[src/rtl/wb_regfile_pkg.sv]
// Shared pipeline constants for write-back, decode and forwarding.
// Widths, link-register defaults and the hard-wired zero register.
package wb_regfile_pkg;
  localparam int WB_DATA_W   = 32;
  localparam int WB_ADDR_W   = 5;
  localparam int WB_LINK_REG = 31;
  localparam int WB_LINK_OFS = 4;
  localparam int REG_ZERO    = 0;
endpackage

[src/rtl/wb_data_sel.sv]
// Write-back source mux plus destination and enable generation.
// Link value wins over load data, which wins over the ALU result.
module wb_data_sel
  import wb_regfile_pkg::*;
#(
  parameter int DATA_W   = WB_DATA_W,
  parameter int ADDR_W   = WB_ADDR_W,
  parameter int LINK_REG = WB_LINK_REG,
  parameter int LINK_OFS = WB_LINK_OFS
) (
  input  logic [DATA_W-1:0] ALU_ans_Wr,
  input  logic [DATA_W-1:0] Mem_Data_Wr,
  input  logic [DATA_W-1:0] PC_Addr_Wr,
  input  logic [ADDR_W-1:0] Reg_Target_Wr,
  input  logic              MemToReg_Wr,
  input  logic              RegWr_Wr,
  input  logic              Rtype_L_Wr,
  input  logic              Jal_Wr,
  output logic              Wb_En,
  output logic [ADDR_W-1:0] Wb_Addr,
  output logic [DATA_W-1:0] Wb_Data
);

  logic [DATA_W-1:0] w_link;

  assign w_link = PC_Addr_Wr + DATA_W'(LINK_OFS);

  always_comb begin
    Wb_Data = ALU_ans_Wr;
    if (Jal_Wr || Rtype_L_Wr)
      Wb_Data = w_link;
    else if (MemToReg_Wr)
      Wb_Data = Mem_Data_Wr;
  end

  always_comb begin
    Wb_Addr = Reg_Target_Wr;
    if (Jal_Wr)
      Wb_Addr = ADDR_W'(LINK_REG);
  end

  // Jal commits regardless of RegWr; writes to r0 are never real
  assign Wb_En = (RegWr_Wr | Jal_Wr)
               & (Wb_Addr != ADDR_W'(REG_ZERO));

endmodule

[src/rtl/wb_regfile.sv]
// Write-back stage: architectural register file with two bypassed
// read ports and a committed-write counter.
module wb_regfile
  import wb_regfile_pkg::*;
#(
  parameter int DATA_W   = WB_DATA_W,
  parameter int ADDR_W   = WB_ADDR_W,
  parameter int LINK_REG = WB_LINK_REG,
  parameter int LINK_OFS = WB_LINK_OFS
) (
  input  logic              clk,
  input  logic              rst,
  input  logic [DATA_W-1:0] ALU_ans_Wr,
  input  logic [DATA_W-1:0] Mem_Data_Wr,
  input  logic [DATA_W-1:0] PC_Addr_Wr,
  input  logic [ADDR_W-1:0] Reg_Target_Wr,
  input  logic              MemToReg_Wr,
  input  logic              RegWr_Wr,
  input  logic              Rtype_L_Wr,
  input  logic              Jal_Wr,
  input  logic [ADDR_W-1:0] Rs_Addr,
  input  logic [ADDR_W-1:0] Rt_Addr,
  output logic [DATA_W-1:0] Rs_Data,
  output logic [DATA_W-1:0] Rt_Data,
  output logic              Wb_En,
  output logic [ADDR_W-1:0] Wb_Addr,
  output logic [DATA_W-1:0] Wb_Data,
  output logic [31:0]       Wr_Count
);

  localparam int NREG = 1 << ADDR_W;

  logic [DATA_W-1:0] r_regs [NREG];
  logic [31:0]       r_wr_count;

  wb_data_sel #(
    .DATA_W  (DATA_W),
    .ADDR_W  (ADDR_W),
    .LINK_REG(LINK_REG),
    .LINK_OFS(LINK_OFS)
  ) u_sel (
    .ALU_ans_Wr   (ALU_ans_Wr),
    .Mem_Data_Wr  (Mem_Data_Wr),
    .PC_Addr_Wr   (PC_Addr_Wr),
    .Reg_Target_Wr(Reg_Target_Wr),
    .MemToReg_Wr  (MemToReg_Wr),
    .RegWr_Wr     (RegWr_Wr),
    .Rtype_L_Wr   (Rtype_L_Wr),
    .Jal_Wr       (Jal_Wr),
    .Wb_En        (Wb_En),
    .Wb_Addr      (Wb_Addr),
    .Wb_Data      (Wb_Data)
  );

  always_ff @(posedge clk or posedge rst) begin
    if (rst) begin
      for (int i = 0; i < NREG; i++)
        r_regs[i] <= '0;
      r_wr_count <= '0;
    end else if (Wb_En) begin
      r_regs[Wb_Addr] <= Wb_Data;
      r_wr_count      <= r_wr_count + 32'd1;
    end
  end

  // Write-through bypass is live even while rst is held
  always_comb begin
    Rs_Data = r_regs[Rs_Addr];
    if (Rs_Addr == ADDR_W'(REG_ZERO))
      Rs_Data = '0;
    else if (Wb_En && Rs_Addr == Wb_Addr)
      Rs_Data = Wb_Data;
  end

  always_comb begin
    Rt_Data = r_regs[Rt_Addr];
    if (Rt_Addr == ADDR_W'(REG_ZERO))
      Rt_Data = '0;
    else if (Wb_En && Rt_Addr == Wb_Addr)
      Rt_Data = Wb_Data;
  end

  assign Wr_Count = r_wr_count;

endmodule

[config.mk]
export PLATFORM = sky130hd
export DESIGN_NAME = wb_regfile
export DESIGN_NICKNAME = d
export VERILOG_FILES = /design/src/rtl/wb_regfile_pkg.sv /design/src/rtl/wb_data_sel.sv /design/src/rtl/wb_regfile.sv
export SDC_FILE = /design/constraint.sdc
export NUM_CORES = 2
export LEC_CHECK = 0
export BUFFER_PORTS_ARGS = -buffer_cell sky130_fd_sc_hd__buf_2
export CAP_MARGIN = 20
export CORE_MARGIN = 1
export CORE_UTILIZATION = 35
export DETAILED_ROUTE_END_ITERATION = 6
export SLEW_MARGIN = 20
export SYNTH_ARGS = -nofsm -noshare
export SYNTH_HDL_FRONTEND = slang
export SYNTH_SLANG_ARGS = --single-unit
[constraint.sdc]
create_clock -name clk -period 73.1 [get_ports clk]
set_clock_uncertainty 0.2 [all_clocks]
set_input_delay 7.31 -clock clk [delete_from_list [all_inputs] [get_ports clk]]
set_output_delay 7.31 -clock clk [all_outputs]
set_load 0.02 [all_outputs]
; ---- After elaboration in Yosys (flattened, before gate mapping)
; Index checks and enable logic that the tools add are counted.
[totals]
regBits = 1056
inputBits = 117
output_inout_bits = 134
elab_cells = 69
[classes]
n_addsub = 2
n_lt_le_gt_ge = 4
n_eq_ne = 2
muxes = 16
bitwise_logic = 5
reduce_logical = 7
[op_table]
columns = op, n
row1 = 1024-bit bitwise mux, 1
row2 = 32-bit two-way mux, 11
row3 = 32-bit binary-select mux with 5-bit select, 2
row4 = 32-bit demux with 5-bit select, 1
row5 = 32-bit by 1-bit adder with 32-bit output (second input constant), 1
row6 = 32-bit by 3-bit adder with 32-bit output (second input constant), 1
row7 = 6-bit greater-or-equal comparator (second input constant), 3
row8 = 5-bit NOT with 6-bit output, 3
row9 = 5-bit equality test, 2
row10 = 5-bit zero test, 2
row11 = 6-bit by 1-bit less-than comparator with 1-bit output (second input constant), 1
row12 = 5-bit two-way mux, 1
row13 = 5-bit nonzero test, 1
row14 = 1-bit logical AND, 3
row15 = 1-bit AND, 1
row16 = 1-bit logical OR, 1
row17 = 1-bit OR, 1

; ---- Depth between registers and ports, before layout
[logic_depth]
word_depth = 7
mapped_depth = 12

; ---- Hierarchy
; Synthesis repeated with hierarchy kept, for this count alone.
[hier_totals]
hier_cells = 4131
hier_area_um2 = 57871.8
[by_module_without_submodules]
columns = mod, n_inst, cells_per_inst, area_each_um2, seq_area_each_um2
row1 = wb_regfile, 1, 3916, 56495.4, 26425.3
row2 = wb_data_sel, 1, 215, 1376.3, 0.0

; ---- Worst setup path before layout
; OpenSTA, ideal clock, no wires.
[synth_timing]
path_type = in2out
start = in Rt_Addr[0]
end = out Rt_Data[10]
t_arrival_ns = 9.380
setup_slack_ns = 56.210
stages = 9
path_buffers = 4
cell_sequence = buf_2 -> buf_6 -> buf_6 -> o41ai_1 -> a31oi_1 -> nor4_4 -> buf_2 -> nor3_1 -> a211oi_1
[synth_between]
elab_chain_len = 6
[synth_rtl]
columns = item, line
row1 = "start, declared", wb_regfile.sv:22  ; input logic [ADDR_W-1:0] Rt_Addr,
row2 = 5-bit NOT with 6-bit output (not written as such), wb_regfile.sv:76  ; Rt_Data = r_regs[Rt_Addr];
row3 = 32-bit binary-select mux with 5-bit select, wb_regfile.sv:76
row4 = 32-bit two-way mux (not written as such) (2 in a row), wb_regfile.sv:76
row5 = 32-bit two-way mux, wb_regfile.sv:79  ; else if (Wb_En && Rt_Addr == Wb_Addr)
row6 = 32-bit two-way mux *, wb_regfile.sv:77  ; if (Rt_Addr == ADDR_W'(REG_ZERO))
row7 = "end, declared", wb_regfile.sv:24  ; output logic [DATA_W-1:0] Rt_Data,
; Every way passes the cells marked *; elsewhere a longest branch is shown, timed or not. The select of a mux whose other input is x is not followed.

; ---- Worst setup path after layout
[layout_timing]
start = in Rs_Addr[0]
end = out Rs_Data[22]
[layout_between]
elab_chain_len = 6
[layout_rtl]
columns = item, line
row1 = "start, declared", wb_regfile.sv:21  ; input logic [ADDR_W-1:0] Rs_Addr,
row2 = 5-bit NOT with 6-bit output (not written as such), wb_regfile.sv:68  ; Rs_Data = r_regs[Rs_Addr];
row3 = 32-bit binary-select mux with 5-bit select, wb_regfile.sv:68
row4 = 32-bit two-way mux (not written as such) (2 in a row), wb_regfile.sv:68
row5 = 32-bit two-way mux, wb_regfile.sv:71  ; else if (Wb_En && Rs_Addr == Wb_Addr)
row6 = 32-bit two-way mux *, wb_regfile.sv:69  ; if (Rs_Addr == ADDR_W'(REG_ZERO))
row7 = "end, declared", wb_regfile.sv:23  ; output logic [DATA_W-1:0] Rs_Data,
; Marks and branches as above.

==> results.md <==
Yosys:
- After synthesis, flip-flops and latches occupy 47.5% of the total area.
- Summed over all instances, the cell type with the most area after synthesis is dfrtp_1.
- The share of the synthesized area in the top cell type is 47.5%.
- In the post-synthesis netlist, the biggest area contributors are dfrtp_1 48%, mux4_2 23%, o21ai_0 9.0%.
- The post-synthesis instance area is 0.0556 mm^2.
- The flop and latch count out of synthesis is 1056.
- By count the netlist is led by 1075 x nand2_1, 1056 x dfrtp_1, 1000 x o21ai_0.
- In this run, distinct cell masters in the synthesized netlist total 50.
- The total of warnings raised by yosys is 0.
- For this run, asynchronously set or reset flops after synthesis account for 100%.
- The most used flip-flop cell after synthesis is dfrtp_1.
- The net count after synthesis is 5054.
- The number of enable-type register cells in the synthesized netlist is 0.
- The post-synthesis average cell area is 11.3 um^2.
- Counting every instance in the synthesized netlist gives 4935.
- By instance count, the leading cell after synthesis is nand2_1.

STA:
- The hold violation count in the final report is 0.
- Hold is met by 0.192 ns.
- The smallest clock period supported by the final layout is computed as 19.18 ns.
- At the pin with the least slew margin, the transition time is 1.19 ns.
- In this run the tightest slew margin relative to its limit is 20.6%.
- The setup-violating endpoint count in the final report is 0.
- The ratio of final minimum period to clock period is 26.2%.
- The max-slew violation count was 0.
- Setup repair after global routing left no endpoint under its margin.
- Derived from the worst setup path, the maximum achievable clock frequency is 0.0521 GHz.
- The final worst-path setup slack is 53.92 ns.
- The accumulated negative setup slack is 0 ns.

Worst setup path:
- By instance count, the cell type seen most on the critical path is o21ai_0.
- The worst register-to-register path begins at Wr_Count[6].
- The category of the most critical setup path is in2out.
- The cell with the largest stage delay on the worst path is buf_4.
- The startpoint type of the worst setup path is an input pin.
- The number of cells on the worst reg-to-reg path is 6.
- Of all nets on the critical path, the largest fanout is 105.
- The signal arrival time at the worst endpoint is 11.67 ns.
- The slack of the worst reg-to-reg path is 70.59 ns.
- STA classifies the critical path endpoint as an output pin.
- The highest cell delay on the worst timing path is 0.87 ns.
- Traced cell by cell, the critical path runs through buf_8, buf_12, buf_4, mux2i_1, a221oi_1, o21ai_0, o21ai_0, nor3_1, a211oi_1, buf_2.
- The worst reg2reg path endpoint is Wr_Count[28].
- The required time at the worst-slack endpoint is 65.59 ns.

Clock network:
- Counting the buffers created by CTS gives 110.
- The tree is rooted in a clkbuf_16.
- The post-CTS repair timing setup buffer count is 0.
- TritonCTS built the clock tree.
- The H-tree generated during clock tree synthesis spans 3 levels.
- No sink is reached through more buffers than the 3 on the longest clock path.
- The clock sink count is 1056.
- After clock tree synthesis, the repair step resized 0 gates.
- The clock-pin slew on the worst setup and hold paths is 0.06 ns.
- In this run, post-CTS hold repair placed 0 buffers.
- The later pin in the worst-skew pair is clocked with a latency of 0.72 ns.

Cells and area:
- The count of placed standard cells in the final layout, fillers left out is 7008.
- The proportion of layout cells with a drive suffix above 1 is 23.8%.
- The final net count is 4977.
- Cells fill 39.6% of the core in the end.
- The growth of design area from synthesis to finish is 11.6%.

Place:
- The global placer's final weighted congestion is 0.828.
- The post-place setup slack is 53.90 ns.
- The total placed cells including tap cells is 6804.
- The detailed placer's ending HPWL is 105 mm.
- The port buffer count is 250.

Power:
- Per report_power, the clock group accounts for 34.7% of the total.
- In this run the static leakage power is 0.0270 uW.
- The analysis attributes to net switching a power of 493 uW.
- Sequential cells account for 45.6% of the total power.
- The combinational cell fraction of total power is 19.7%.
- Net switching is 29.9% of the power.
- Across the VDD grid, the largest voltage drop is 0.0207 mV.
- Power spread over the standard cell area amounts to 26.6 mW/mm^2.
- The internal power of the cells totals 1160 uW.

Global route:
- The pin count of the biggest net entering global routing is 159.
- The initial antenna violation count is 11.
- The number of global-route vias before repair is 40473.
- For met2 alone, demand over resource in global routing was 36.4%.
- Global routing used 4.41% of the available met3 tracks.
- The overflow left after global routing is 0.
- The met1 layer usage reported by global route is 31.7%.
- The total routing resource utilization after global routing is 23.1%.
- The peak-usage layer in the global routing report is met2.
- The global-route wire length before repair is 277 mm.

Route:
- For this run, design rule violations remaining after detail routing come to 0.
- The via total after detailed routing is 40966.
- The starting DRC count in detailed routing is 4472.
- The first-pass detailed-route iteration total is 5.
- The per-cell via count in the routed design is 5.85.
- The remaining number of nets flagged by the antenna check after routing is 0.
- The routed wire length is 186 mm.
- The routed length per placed instance is 26.6 um.

Floorplan:
- In this run the vertical extent of the chip is 401 um.
- The core region area is 0.157 mm^2.
- 251 I/O pins were placed.
- The die span in x is 401 um.
- The floorplan has 145 rows.
- The floorplan die area is 0.161 mm^2.
- The effective utilization at floorplan is 35.4%.

Worst hold path:
- The cell depth of the worst hold path is 0.
- The critical hold path startpoint is r_regs[1012].
- The end of the worst hold path is r_regs[1012].
- The kind of path behind the tightest hold check is reg2reg.

Job:
- Max-cap violations in this run came to 0.

Run status:
- The run finished with clean final reports.
-- layout make-up --
class                      instances  area [um^2]
fill                           14920        94800
clock buffer                     162         3250
multi-input combinational       3315        27300
timing repair buffer             333         2000
inverter                          42          170
sequential                      1056        26400
tap                             2058         2570
clock inverter                    39          395
antenna                            3         7.51
-- layout by cell type, fill, tap and decap left out, types with 5 or more instances in the layout --
| master | n |
|---|---|
| a211oi_1 | 71 |
| a21oi_2 | 10 |
| a221oi_1 | 15 |
| a31oi_1 | 5 |
| and2_1 | 5 |
| and3_1 | 10 |
| and4_1 | 9 |
| buf_12 | 5 |
| buf_2 | 242 |
| buf_4 | 80 |
| bufinv_16 | 5 |
| clkbuf_1 | 22 |
| clkbuf_16 | 110 |
| clkbuf_8 | 31 |
| clkinv_2 | 22 |
| dfrtp_1 | 1056 |
| inv_1 | 38 |
| mux2_2 | 5 |
| mux2i_1 | 155 |
| mux4_2 | 570 |
| nand2_1 | 1041 |
| nand2_4 | 31 |
| nand3_1 | 27 |
| nand4_1 | 15 |
| nor2_1 | 29 |
| nor2b_1 | 60 |
| nor3_1 | 60 |
| nor4_1 | 5 |
| o21ai_0 | 1000 |
| o21ai_1 | 18 |
| o21ai_2 | 17 |
| o22ai_1 | 45 |
| xnor2_1 | 45 |
| xor2_1 | 17 |
-- flip-flops by register name, summed over array words and instances, names as in the netlist --
register,count
r_regs,1024
Wr_Count,32
-- power groups by stage --
stage	sequential [uW]	combinational, uW	clock (uW)
after floorplan	742	239	0
after global placement	754	318	0
after detailed placement	760	325	0
after CTS	750	326	579
after global routing	765	357	601
final	753	325	572
-- metal layers --
layer	wire (um)	vias to the layer above	share of wire [%]
met4	6640	8	3.6
met2	86400	1785	46
met5	45	-	0.024
met1	77500	21085	42
met3	15600	348	8.4
li1	-	17740	-
-- worst max-delay path by stage --
| stage | startpoint | to | slack (ns) | cells after the start |
|---|---|---|---|---|
| floorplan | rst | Wr_Count[0] | 35.87 | 1 |
| global placement | Rs_Addr[0] | Rs_Data[24] | 53.93 | 10 |
| detailed placement | Rs_Addr[0] | Rs_Data[19] | 53.90 | 9 |
| CTS | Rs_Addr[0] | Rs_Data[19] | 53.89 | 9 |
| global route | Rs_Addr[0] | Rs_Data[19] | 53.60 | 9 |
| finish | Rs_Addr[0] | Rs_Data[22] | 53.92 | 10 |
-- cell families (layout without fill, tap and decap cells) --
kind of cell	Yosys count	count (layout)	synth area share, %
and+or+nand+nor	1324	1324	9.89
AOI/OAI and AO/OA	1196	1196	11.4
DFF	1056	1056	47.5
muxes	731	731	26.0
buffers and inverters	564	576	4.23
xor gates and xnor gates	62	62	0.976
adders and majority gates	2	2	0.0450
other	0	3	0
-- critical path: cells and delay by family --
kind / cells / cell delay [ns]
buf+inv: 4 / 2.45
compound gates: 4 / 1.29
mux: 1 / 0.20
simple gates: 1 / 0.06
-- stage by stage --
| stage | area, um^2 | power [uW] |
|---|---|---|
| 3_5_place_dp | 58400 | 1090 |
| 6_report | 62100 | 1650 |
| 5_1_grt | 62100 | 1720 |
| 3_3_place_gp | 58400 | 1070 |
| 2_1_floorplan | 55600 | 981 |
| 4_1_cts | 62100 | 1660 |
Note: power is estimated with default switching activity, not from simulation.
